File: config.mk
export PLATFORM = sky130hd
export DESIGN_NAME = univ_shift_reg_flat
export DESIGN_NICKNAME = d
export VERILOG_FILES = /design/src/rtl/univ_shift_reg_pkg.sv /design/src/rtl/univ_shift_reg_if.sv /design/src/rtl/univ_shift_reg_framer.sv /design/src/rtl/univ_shift_reg.sv /design/src/flat_wrapper.sv
export SDC_FILE = /design/constraint.sdc
export NUM_CORES = 1
export LEC_CHECK = 0
export ABC_AREA = 1
export CORE_UTILIZATION = 45
export CTS_CLUSTER_SIZE = 12
export DETAILED_ROUTE_END_ITERATION = 16
export GPL_TIMING_DRIVEN = 0
export PLACE_DENSITY = 0.77
export SKIP_LAST_GASP = 1
export SLEW_MARGIN = 5
export SYNTH_ARGS = -nofsm -noshare
export SYNTH_HDL_FRONTEND = slang
export SYNTH_SLANG_ARGS = --single-unit
File: constraint.sdc
create_clock -name clk -period 2.1 [get_ports clk]
set_clock_uncertainty 0.2 [all_clocks]
set_input_delay 0.525 -clock clk [delete_from_list [all_inputs] [get_ports clk]]
set_output_delay 0.525 -clock clk [all_outputs]
set_load 0.05 [all_outputs]
File: src/rtl/univ_shift_reg_pkg.sv
// -----------------------------------------------------------------------------
// shift_pkg
// Shared definitions for the universal shift register slice.
//   MODE_*  : 2-bit operation select encodings driven on `mode`
//   dir_t   : direction state of the word framer
// -----------------------------------------------------------------------------
package shift_pkg;

    localparam logic [1:0] MODE_HOLD = 2'b00;
    localparam logic [1:0] MODE_SHR  = 2'b01;
    localparam logic [1:0] MODE_SHL  = 2'b10;
    localparam logic [1:0] MODE_LOAD = 2'b11;

    typedef enum logic [1:0] {
        DIR_IDLE,
        DIR_RIGHT,
        DIR_LEFT
    } dir_t;

endpackage : shift_pkg

File: src/rtl/univ_shift_reg_if.sv
// -----------------------------------------------------------------------------
// univ_shift_reg_if
// Bundles the control, serial and parallel signals of univ_shift_reg.
//   en, mode          : clock enable and operation select
//   ser_in_r/ser_in_l : serial inputs for right / left shifts
//   par_in            : parallel load data
//   par_out           : register contents
//   ser_out_r/_l      : LSB / MSB of the register
//   word_valid        : one-cycle pulse after a full word has been shifted
// master drives the controls and data inputs; slave is the shift register.
// -----------------------------------------------------------------------------
interface univ_shift_reg_if #(
    parameter int WIDTH = 4
);

    logic             en;
    logic [1:0]       mode;
    logic             ser_in_r;
    logic             ser_in_l;
    logic [WIDTH-1:0] par_in;
    logic [WIDTH-1:0] par_out;
    logic             ser_out_r;
    logic             ser_out_l;
    logic             word_valid;

    modport master (
        output en, mode, ser_in_r, ser_in_l, par_in,
        input  par_out, ser_out_r, ser_out_l, word_valid
    );

    modport slave (
        input  en, mode, ser_in_r, ser_in_l, par_in,
        output par_out, ser_out_r, ser_out_l, word_valid
    );

endinterface : univ_shift_reg_if

File: src/rtl/univ_shift_reg_framer.sv
// -----------------------------------------------------------------------------
// usr_word_framer
// Tracks the current shift direction and how many bits of the current word
// have been shifted; pulses word_valid for one cycle after WIDTH consecutive
// same-direction shifts.
//   clk        : rising-edge clock
//   rst_n      : asynchronous active-low reset
//   en         : clock enable, freezes state and counter when low
//   mode       : operation select (HOLD/SHR/SHL/LOAD)
//   word_valid : registered one-cycle word-complete pulse
// -----------------------------------------------------------------------------
module usr_word_framer
    import shift_pkg::*;
#(
    parameter int WIDTH = 4
) (
    input  logic       clk,
    input  logic       rst_n,
    input  logic       en,
    input  logic [1:0] mode,
    output logic       word_valid
);

    localparam int             CNT_W    = $clog2(WIDTH);
    localparam logic [CNT_W-1:0] CNT_LAST = CNT_W'(WIDTH - 1);
    localparam logic [CNT_W-1:0] CNT_ONE  = CNT_W'(1);

    dir_t             state, state_n;
    logic [CNT_W-1:0] cnt, cnt_n;
    logic             wv_n;

    always_ff @(posedge clk or negedge rst_n) begin
        if (!rst_n) begin
            state      <= DIR_IDLE;
            cnt        <= '0;
            word_valid <= 1'b0;
        end else begin
            state      <= state_n;
            cnt        <= cnt_n;
            word_valid <= wv_n;
        end
    end

    // A direction change starts a new word with the switching shift as its
    // first bit, so it takes priority over the wrap check.
    always_comb begin
        state_n = state;
        cnt_n   = cnt;
        wv_n    = 1'b0;
        if (en) begin
            case (mode)
                MODE_LOAD: begin
                    state_n = DIR_IDLE;
                    cnt_n   = '0;
                end
                MODE_SHR: begin
                    state_n = DIR_RIGHT;
                    if (state == DIR_LEFT) begin
                        cnt_n = CNT_ONE;
                    end else if (cnt == CNT_LAST) begin
                        cnt_n = '0;
                        wv_n  = 1'b1;
                    end else begin
                        cnt_n = cnt + CNT_ONE;
                    end
                end
                MODE_SHL: begin
                    state_n = DIR_LEFT;
                    if (state == DIR_RIGHT) begin
                        cnt_n = CNT_ONE;
                    end else if (cnt == CNT_LAST) begin
                        cnt_n = '0;
                        wv_n  = 1'b1;
                    end else begin
                        cnt_n = cnt + CNT_ONE;
                    end
                end
                default: begin
                    state_n = state;
                    cnt_n   = cnt;
                end
            endcase
        end
    end

endmodule : usr_word_framer

File: src/rtl/univ_shift_reg.sv
// -----------------------------------------------------------------------------
// univ_shift_reg
// WIDTH-bit universal shift register: hold, shift-right, shift-left and
// parallel load, with per-direction serial outputs and a word-complete pulse.
//   clk   : rising-edge clock
//   rst_n : asynchronous active-low reset
//   bus   : univ_shift_reg_if slave (controls, serial/parallel data, pulse)
// -----------------------------------------------------------------------------
module univ_shift_reg
    import shift_pkg::*;
#(
    parameter int WIDTH = 4
) (
    input  logic                clk,
    input  logic                rst_n,
    univ_shift_reg_if.slave     bus
);

    logic [WIDTH-1:0] q;

    always_ff @(posedge clk or negedge rst_n) begin
        if (!rst_n) begin
            q <= '0;
        end else if (bus.en) begin
            case (bus.mode)
                MODE_SHR:  q <= {bus.ser_in_r, q[WIDTH-1:1]};
                MODE_SHL:  q <= {q[WIDTH-2:0], bus.ser_in_l};
                MODE_LOAD: q <= bus.par_in;
                default:   q <= q;
            endcase
        end
    end

    assign bus.par_out   = q;
    assign bus.ser_out_r = q[0];
    assign bus.ser_out_l = q[WIDTH-1];

    usr_word_framer #(
        .WIDTH (WIDTH)
    ) u_framer (
        .clk        (clk),
        .rst_n      (rst_n),
        .en         (bus.en),
        .mode       (bus.mode),
        .word_valid (bus.word_valid)
    );

endmodule : univ_shift_reg

File: src/flat_wrapper.sv
// flat-port wrapper written by rule: the top's interface ports become plain ports
module univ_shift_reg_flat import shift_pkg::*;
#(
    parameter int WIDTH = 4
)
  (clk, rst_n, bus_en, bus_mode, bus_ser_in_r, bus_ser_in_l, bus_par_in, bus_par_out, bus_ser_out_r, bus_ser_out_l, bus_word_valid);
  univ_shift_reg_if #(.WIDTH(WIDTH)) bus_i ();
  input  logic clk;
  input  logic rst_n;
  input wire logic [$bits(bus_i.en)-1:0] bus_en;
  input wire logic [$bits(bus_i.mode)-1:0] bus_mode;
  input wire logic [$bits(bus_i.ser_in_r)-1:0] bus_ser_in_r;
  input wire logic [$bits(bus_i.ser_in_l)-1:0] bus_ser_in_l;
  input wire logic [$bits(bus_i.par_in)-1:0] bus_par_in;
  output wire logic [$bits(bus_i.par_out)-1:0] bus_par_out;
  output wire logic [$bits(bus_i.ser_out_r)-1:0] bus_ser_out_r;
  output wire logic [$bits(bus_i.ser_out_l)-1:0] bus_ser_out_l;
  output wire logic [$bits(bus_i.word_valid)-1:0] bus_word_valid;
  assign bus_i.en = bus_en;
  assign bus_i.mode = bus_mode;
  assign bus_i.ser_in_r = bus_ser_in_r;
  assign bus_i.ser_in_l = bus_ser_in_l;
  assign bus_i.par_in = bus_par_in;
  assign bus_par_out = bus_i.par_out;
  assign bus_ser_out_r = bus_i.ser_out_r;
  assign bus_ser_out_l = bus_i.ser_out_l;
  assign bus_word_valid = bus_i.word_valid;
  univ_shift_reg #(.WIDTH(WIDTH)) u_core (.clk(clk), .rst_n(rst_n), .bus(bus_i));
endmodule
* Word level (Yosys, flattened, before mapping) *
Index checks and enable logic that the tools add are counted.

storage, ports and cells
  bits in registers = 9
  bits in latches = 0
  memory bits (writable) = 0
  bits in read-only memories = 0
  input bits = 11
  output and inout bits = 7
  word-level logic and storage cells = 24
  memories = 0

operators by class
  add/subtract/negate cells = 1
  multiply operators = 0
  divide/modulo/power cells = 0
  order comparisons = 0
  eq/ne operators = 6
  shift operators = 0
  mux-type cells = 11
  bitwise gates (word level) = 0
  reduce and logical (&&, ||, !) cells = 2

operators with widths
  operator             count
  $pmux 2 s3           2
  $pmux 4 s3           1
  $eq 2x2->1 const B   4
  $mux 2               3
  $eq 2x1->1 const B   2
  $mux 1               4
  $reduce_bool 3->1    1
  $add 2x1->2 const B  1
  $pmux 1 s2           1
  $reduce_and 2->1     1

* Depth between registers and ports, before layout *
  word-level depth = 5
  gate-level depth with buffers = 8
  depth with buffers taken out = 8

* Modules after synthesis *
From an unflattened synthesis, not the netlist that was laid out.

unflattened totals
  cell total of the unflattened synthesis = 85
  area total of the unflattened synthesis = 621.8 µm²

by module, submodules not included
  module           instances  cells each  area each (µm²)  sequential area each (µm²)
  usr_word_framer  1          46          347.8            125.1
  univ_shift_reg   1          39          274.0            100.1

* Worst setup path after synthesis *
Ideal clock, no wire load.

  path type = register to output
  from = reg u_core.q[3] (netlist: u_core.bus.par_out[3])
  to = out bus_par_out[3]
  data arrival time = 0.921 ns
  required time = 1.375 ns
  slack = 0.454 ns
  cell stages (with the launch flop) = 2
  buffers on the path = 1
  path through = dfrtp_1 buf_4

RTL lines
  item                    RTL line              source
  from (decl)             univ_shift_reg.sv:19  logic [WIDTH-1:0] q;
  from (signal assigned)  univ_shift_reg.sv:26  MODE_SHR: q <= {bus.ser_in_r, q[WIDTH-1:1]};
  from (signal assigned)  univ_shift_reg.sv:27  MODE_SHL: q <= {q[WIDTH-2:0], bus.ser_in_l};
  from (signal assigned)  univ_shift_reg.sv:28  MODE_LOAD: q <= bus.par_in;
  to (decl)               flat_wrapper.sv:15    output wire logic [$bits(bus_i.par_out)-1:0] bus_par_out;

No word-level cell between the ends.

* Worst setup path after layout *
  from = reg u_core.q[3] (netlist: u_core.bus.par_out[3])
  to = out bus_par_out[3]

No word-level cell between the ends.

==> metrics.txt <==
# TYPE chip_impl_metric gauge
chip_impl_metric{name="grt_max_degree",unit=""} 11
chip_impl_metric{name="dp_worst_setup_slack",unit="ns"} -0.0363
chip_impl_metric{name="cts_resized",unit=""} 6
chip_impl_metric{name="placementRows",unit=""} 12
chip_impl_metric{name="synth_nets",unit=""} 101
chip_impl_metric{name="die_area",unit="mm^2"} 0.00148
chip_impl_metric{name="first_global_vias",unit=""} 476
chip_impl_metric{name="cts.htree.levels",unit=""} 1
chip_impl_metric{name="avgViaCountPerCell",unit=""} 4.64
chip_impl_metric{name="worstSkewPairLatency",unit="ns"} 0.25
chip_impl_info{name="critical_path_class",value="reg -> out"} 1
chip_impl_metric{name="power.internal",unit="W"} 0.000339
chip_impl_info{name="tritoncts",value="yes"} 1
chip_impl_metric{name="synth_simple_gate_area_share",unit="%"} 34.9
chip_impl_metric{name="antenna_cells",unit=""} 0
chip_impl_info{name="worstPathCellList",value="buf_4 -> dlygate4sd2_1"} 1
chip_impl_metric{name="gr-usage-all-layers",unit="%"} 20.8
chip_impl_info{name="ctsRootBufferMaster",value="sky130_fd_sc_hd__clkbuf_4"} 1
chip_impl_metric{name="gpl.final_weighted_congestion",unit=""} 0.807
chip_impl_metric{name="slew-limit-headroom",unit="%"} 66.3
chip_impl_metric{name="stdcell_count",unit=""} 119
chip_impl_info{name="r2r-start",value="u_core.u_framer.cnt[0]"} 1
chip_impl_metric{name="drive_above_1_share",unit="%"} 8.57
chip_impl_metric{name="netSwitchingPower",unit="W"} 0.000204
chip_impl_metric{name="die_outline_width",unit="um"} 38.5
chip_impl_metric{name="crit_buf_inv",unit=""} 2
chip_impl_info{name="startpoint_type",value="flop"} 1
chip_impl_metric{name="synth.avg_cell_area",unit="um^2"} 7.13
chip_impl_metric{name="comb_power_share",unit="%"} 37.9
chip_impl_info{name="critical_path.endpoint",value="bus_par_out[3]"} 1
chip_impl_metric{name="num_vias",unit=""} 552
chip_impl_metric{name="post_synth_xor_area_fraction",unit="%"} 0
chip_impl_info{name="crit_path_leading_delay_family",value="buffers and inverters"} 1
chip_impl_metric{name="seq_power_share",unit="%"} 39.6
chip_impl_metric{name="dp_cells",unit=""} 115
chip_impl_metric{name="final_net_count",unit=""} 123
chip_impl_metric{name="switching_share",unit="%"} 37.6
chip_impl_metric{name="vdd_drop_max",unit="uV"} 265
chip_impl_metric{name="grt_antenna_before_repair",unit=""} 0
chip_impl_metric{name="worst_pin_slew",unit="ns"} 0.507
chip_impl_metric{name="boundaryPins",unit=""} 18
chip_impl_metric{name="fmax",unit="MHz"} 493
chip_impl_metric{name="wire_length_of_the_first_global_routing_pass",unit="um"} 2040
chip_impl_metric{name="worst_path_largest_cell_delay",unit="ns"} 0.53
chip_impl_metric{name="count_of_final_setup_violators",unit=""} 0
chip_impl_metric{name="finalMaxSlewViolations",unit=""} 0
chip_impl_info{name="crit_path_end_kind",value="output port"} 1
chip_impl_metric{name="worst_ep_arrival_time",unit="ns"} 1.30
chip_impl_metric{name="antenna_left",unit=""} 0
chip_impl_metric{name="final_critical_path_setup_slack",unit="ns"} 0.0721
chip_impl_metric{name="synth.distinct_cells",unit=""} 12
chip_impl_metric{name="ff2ff_setup_slack",unit="ns"} 0.82
chip_impl_metric{name="hold_buffers",unit=""} 0
chip_impl_metric{name="dr.first_iter.drc_count",unit=""} 9
chip_impl_metric{name="cts_buffers",unit=""} 3
chip_impl_metric{name="syn-instance-count",unit=""} 84
chip_impl_metric{name="critical_path_cell_count",unit=""} 2
chip_impl_metric{name="die_h",unit="um"} 38.5
chip_impl_info{name="outcome",value="finished clean"} 1
chip_impl_metric{name="floorplan.initialDensity",unit="%"} 51.2
chip_impl_metric{name="drt-pass1-iter-count",unit=""} 4
chip_impl_metric{name="path_max_fanout",unit=""} 4
chip_impl_metric{name="cts_sinks",unit=""} 9
chip_impl_info{name="hold_class",value="reg -> reg"} 1
chip_impl_metric{name="clock_path_buffers",unit=""} 2
chip_impl_metric{name="postCtsSetupBuffers",unit=""} 0
chip_impl_metric{name="cp.required",unit="ns"} 1.37
chip_impl_metric{name="power_density",unit="mW/mm^2"} 672
chip_impl_metric{name="cts.clk_slew.worst_paths",unit="ns"} 0.06
chip_impl_metric{name="maxCapViolCount",unit=""} 0
chip_impl_metric{name="layout.core_utilization",unit="%"} 69.0
chip_impl_metric{name="synth-compound-area-share",unit="%"} 3.13
chip_impl_metric{name="areaGrowthSynthToFinish",unit="%"} 34.9
chip_impl_metric{name="finalCritPeriodShare",unit="%"} 96.6
chip_impl_metric{name="synth.cell_area",unit="um^2"} 599
chip_impl_metric{name="post_synthesis_register_bit_count",unit=""} 9
chip_impl_metric{name="route.detailed.drc",unit=""} 0
chip_impl_metric{name="core_region_area",unit="mm^2"} 0.00117
chip_impl_metric{name="synthMuxAreaShare",unit="%"} 0
chip_impl_info{name="crit_path_start",value="u_core.bus.par_out[3]"} 1
chip_impl_info{name="regToRegEndpoint",value="u_core.u_framer.cnt[0]"} 1
chip_impl_metric{name="p_clk_share",unit="%"} 22.5
chip_impl_info{name="slowest_stage",value="sky130_fd_sc_hd__dlygate4sd2_1"} 1
chip_impl_info{name="rsz0062_at_grt",value="no"} 1
chip_impl_metric{name="placed_wire_length_estimate_after_detailed_placement",unit="um"} 1020
chip_impl_metric{name="final_hold_viols",unit=""} 0
chip_impl_metric{name="ys_seq_area_share",unit="%"} 37.6
chip_impl_metric{name="synth-adder-area-share",unit="%"} 12.5
chip_impl_metric{name="synth-warning-count",unit=""} 0
chip_impl_metric{name="leakage",unit="nW"} 0.473
chip_impl_metric{name="detail_route.wl_per_cell",unit="um"} 10.2
chip_impl_info{name="synth_top_family_by_area",value="simple AND/OR/NAND/NOR gates"} 1
chip_impl_metric{name="io_buffers",unit=""} 17
chip_impl_metric{name="r2r.worst_path.cells",unit=""} 8
chip_impl_metric{name="globalRoute.totalOverflow",unit=""} 0
chip_impl_metric{name="wirelength",unit="um"} 1210
chip_impl_metric{name="finalCriticalPeriod",unit="ns"} 2.03
layer usage:
metal | track usage, % | up-vias | part of all wire [%]
met2 | 32.5 | 17 | 49
met5 | 0 | - | 0
met4 | 14.7 | 0 | 1.9
met3 | 2.33 | 4 | 3.8
li1 | - | 290 | -
met1 | 26.4 | 241 | 46
flip-flops by register name (all words and copies together), names as in the netlist:
register,cells
u_core.bus.par_out,4
u_core.u_framer.state,2
u_core.u_framer.cnt,2
u_core.u_framer.word_valid,1
placed cells by master (no fill, tap or decap), types with 3 or more instances in the layout:
cell type / Yosys / routed
sky130_fd_sc_hd__inv_1: 12 / 12
sky130_fd_sc_hd__dfrtp_1: 9 / 9
sky130_fd_sc_hd__dlygate4sd2_1: 0 / 6
sky130_fd_sc_hd__clkdlybuf4s50_1: 0 / 10
sky130_fd_sc_hd__nand3_1: 5 / 5
sky130_fd_sc_hd__ha_1: 6 / 6
sky130_fd_sc_hd__nand2_1: 42 / 42
sky130_fd_sc_hd__clkbuf_4: 0 / 3
kinds of logic after synthesis:
| family | count (synthesis) |
|---|---|
| buffers and inverters | 15 |
| AOI/OAI and AO/OA | 3 |
| adders and majority gates | 6 |
| and+or+nand+nor | 51 |
| DFF | 9 |
worst min path at each step:
stage | from | endpoint | slack, ns | cells past startpoint
after detailed placement | u_core.u_framer.cnt[1] | u_core.u_framer.cnt[1] | 0.28 | 2
final | u_core.u_framer.cnt[1] | u_core.u_framer.cnt[1] | 0.29 | 2
after floorplan | rst_n | u_core.bus.par_out[0] | 0.03 | 0
after CTS | u_core.u_framer.cnt[1] | u_core.u_framer.cnt[1] | 0.29 | 2
after global routing | u_core.u_framer.cnt[1] | u_core.u_framer.cnt[1] | 0.32 | 2
after global placement | u_core.u_framer.cnt[1] | u_core.u_framer.cnt[1] | 0.28 | 2
synth_stat cells:
master	n	area (um^2)
sky130_fd_sc_hd__dfrtp_1	9	225
sky130_fd_sc_hd__o21ai_0	2	10.0
sky130_fd_sc_hd__nor2_2	1	6.26
sky130_fd_sc_hd__ha_1	6	75.1
sky130_fd_sc_hd__buf_6	1	11.3
sky130_fd_sc_hd__buf_4	2	15.0
sky130_fd_sc_hd__nor2_1	2	7.51
sky130_fd_sc_hd__nand2_1	42	158
sky130_fd_sc_hd__nand3_1	5	25.0
sky130_fd_sc_hd__inv_1	12	45.0
sky130_fd_sc_hd__nor3b_2	1	12.5
sky130_fd_sc_hd__o21ai_2	1	8.76
power groups by stage:
stage	clock network (W)	registers (W)	logic, W
5_1_grt	0.000136	0.000218	0.000224
3_3_place_gp	0	0.000217	0.000214
6_report	0.000122	0.000215	0.000206
2_1_floorplan	0	0.000260	0.0000966
3_5_place_dp	0	0.000218	0.000222
4_1_cts	0.000125	0.000214	0.000208
through the flow:
stage / TNS [ns] / total power, W / instance area (um^2) / hold slack [ns]
floorplan: 0 / 0.000357 / 599 / 0.0294
global placement: 0 / 0.000431 / 787 / 0.276
detailed placement: -0.146 / 0.000440 / 787 / 0.279
CTS: 0 / 0.000547 / 806 / 0.291
global route: 0 / 0.000578 / 808 / 0.316
finish: 0 / 0.000543 / 808 / 0.294
layout make-up:
cell class	count	area, um^2
fill	111	363
multi-input combinational	60	303
sequential	9	225
timing repair buffer	17	165
inverter	12	45.0
clock buffer	4	26.3
buffer	3	26.3
tap	14	17.5
worst register-to-register path, cell delays in order, from the launching register on:
cell,delay [ns]
sky130_fd_sc_hd__dfrtp_1,0.40
sky130_fd_sc_hd__ha_1,0.22
sky130_fd_sc_hd__inv_1,0.05
sky130_fd_sc_hd__nand2_1,0.05
sky130_fd_sc_hd__nand2_1,0.06
sky130_fd_sc_hd__nand2_1,0.05
sky130_fd_sc_hd__nand2_1,0.08
sky130_fd_sc_hd__nand2_1,0.06
sky130_fd_sc_hd__nand2_1,0.05
(Power assumes the default switching activity.)
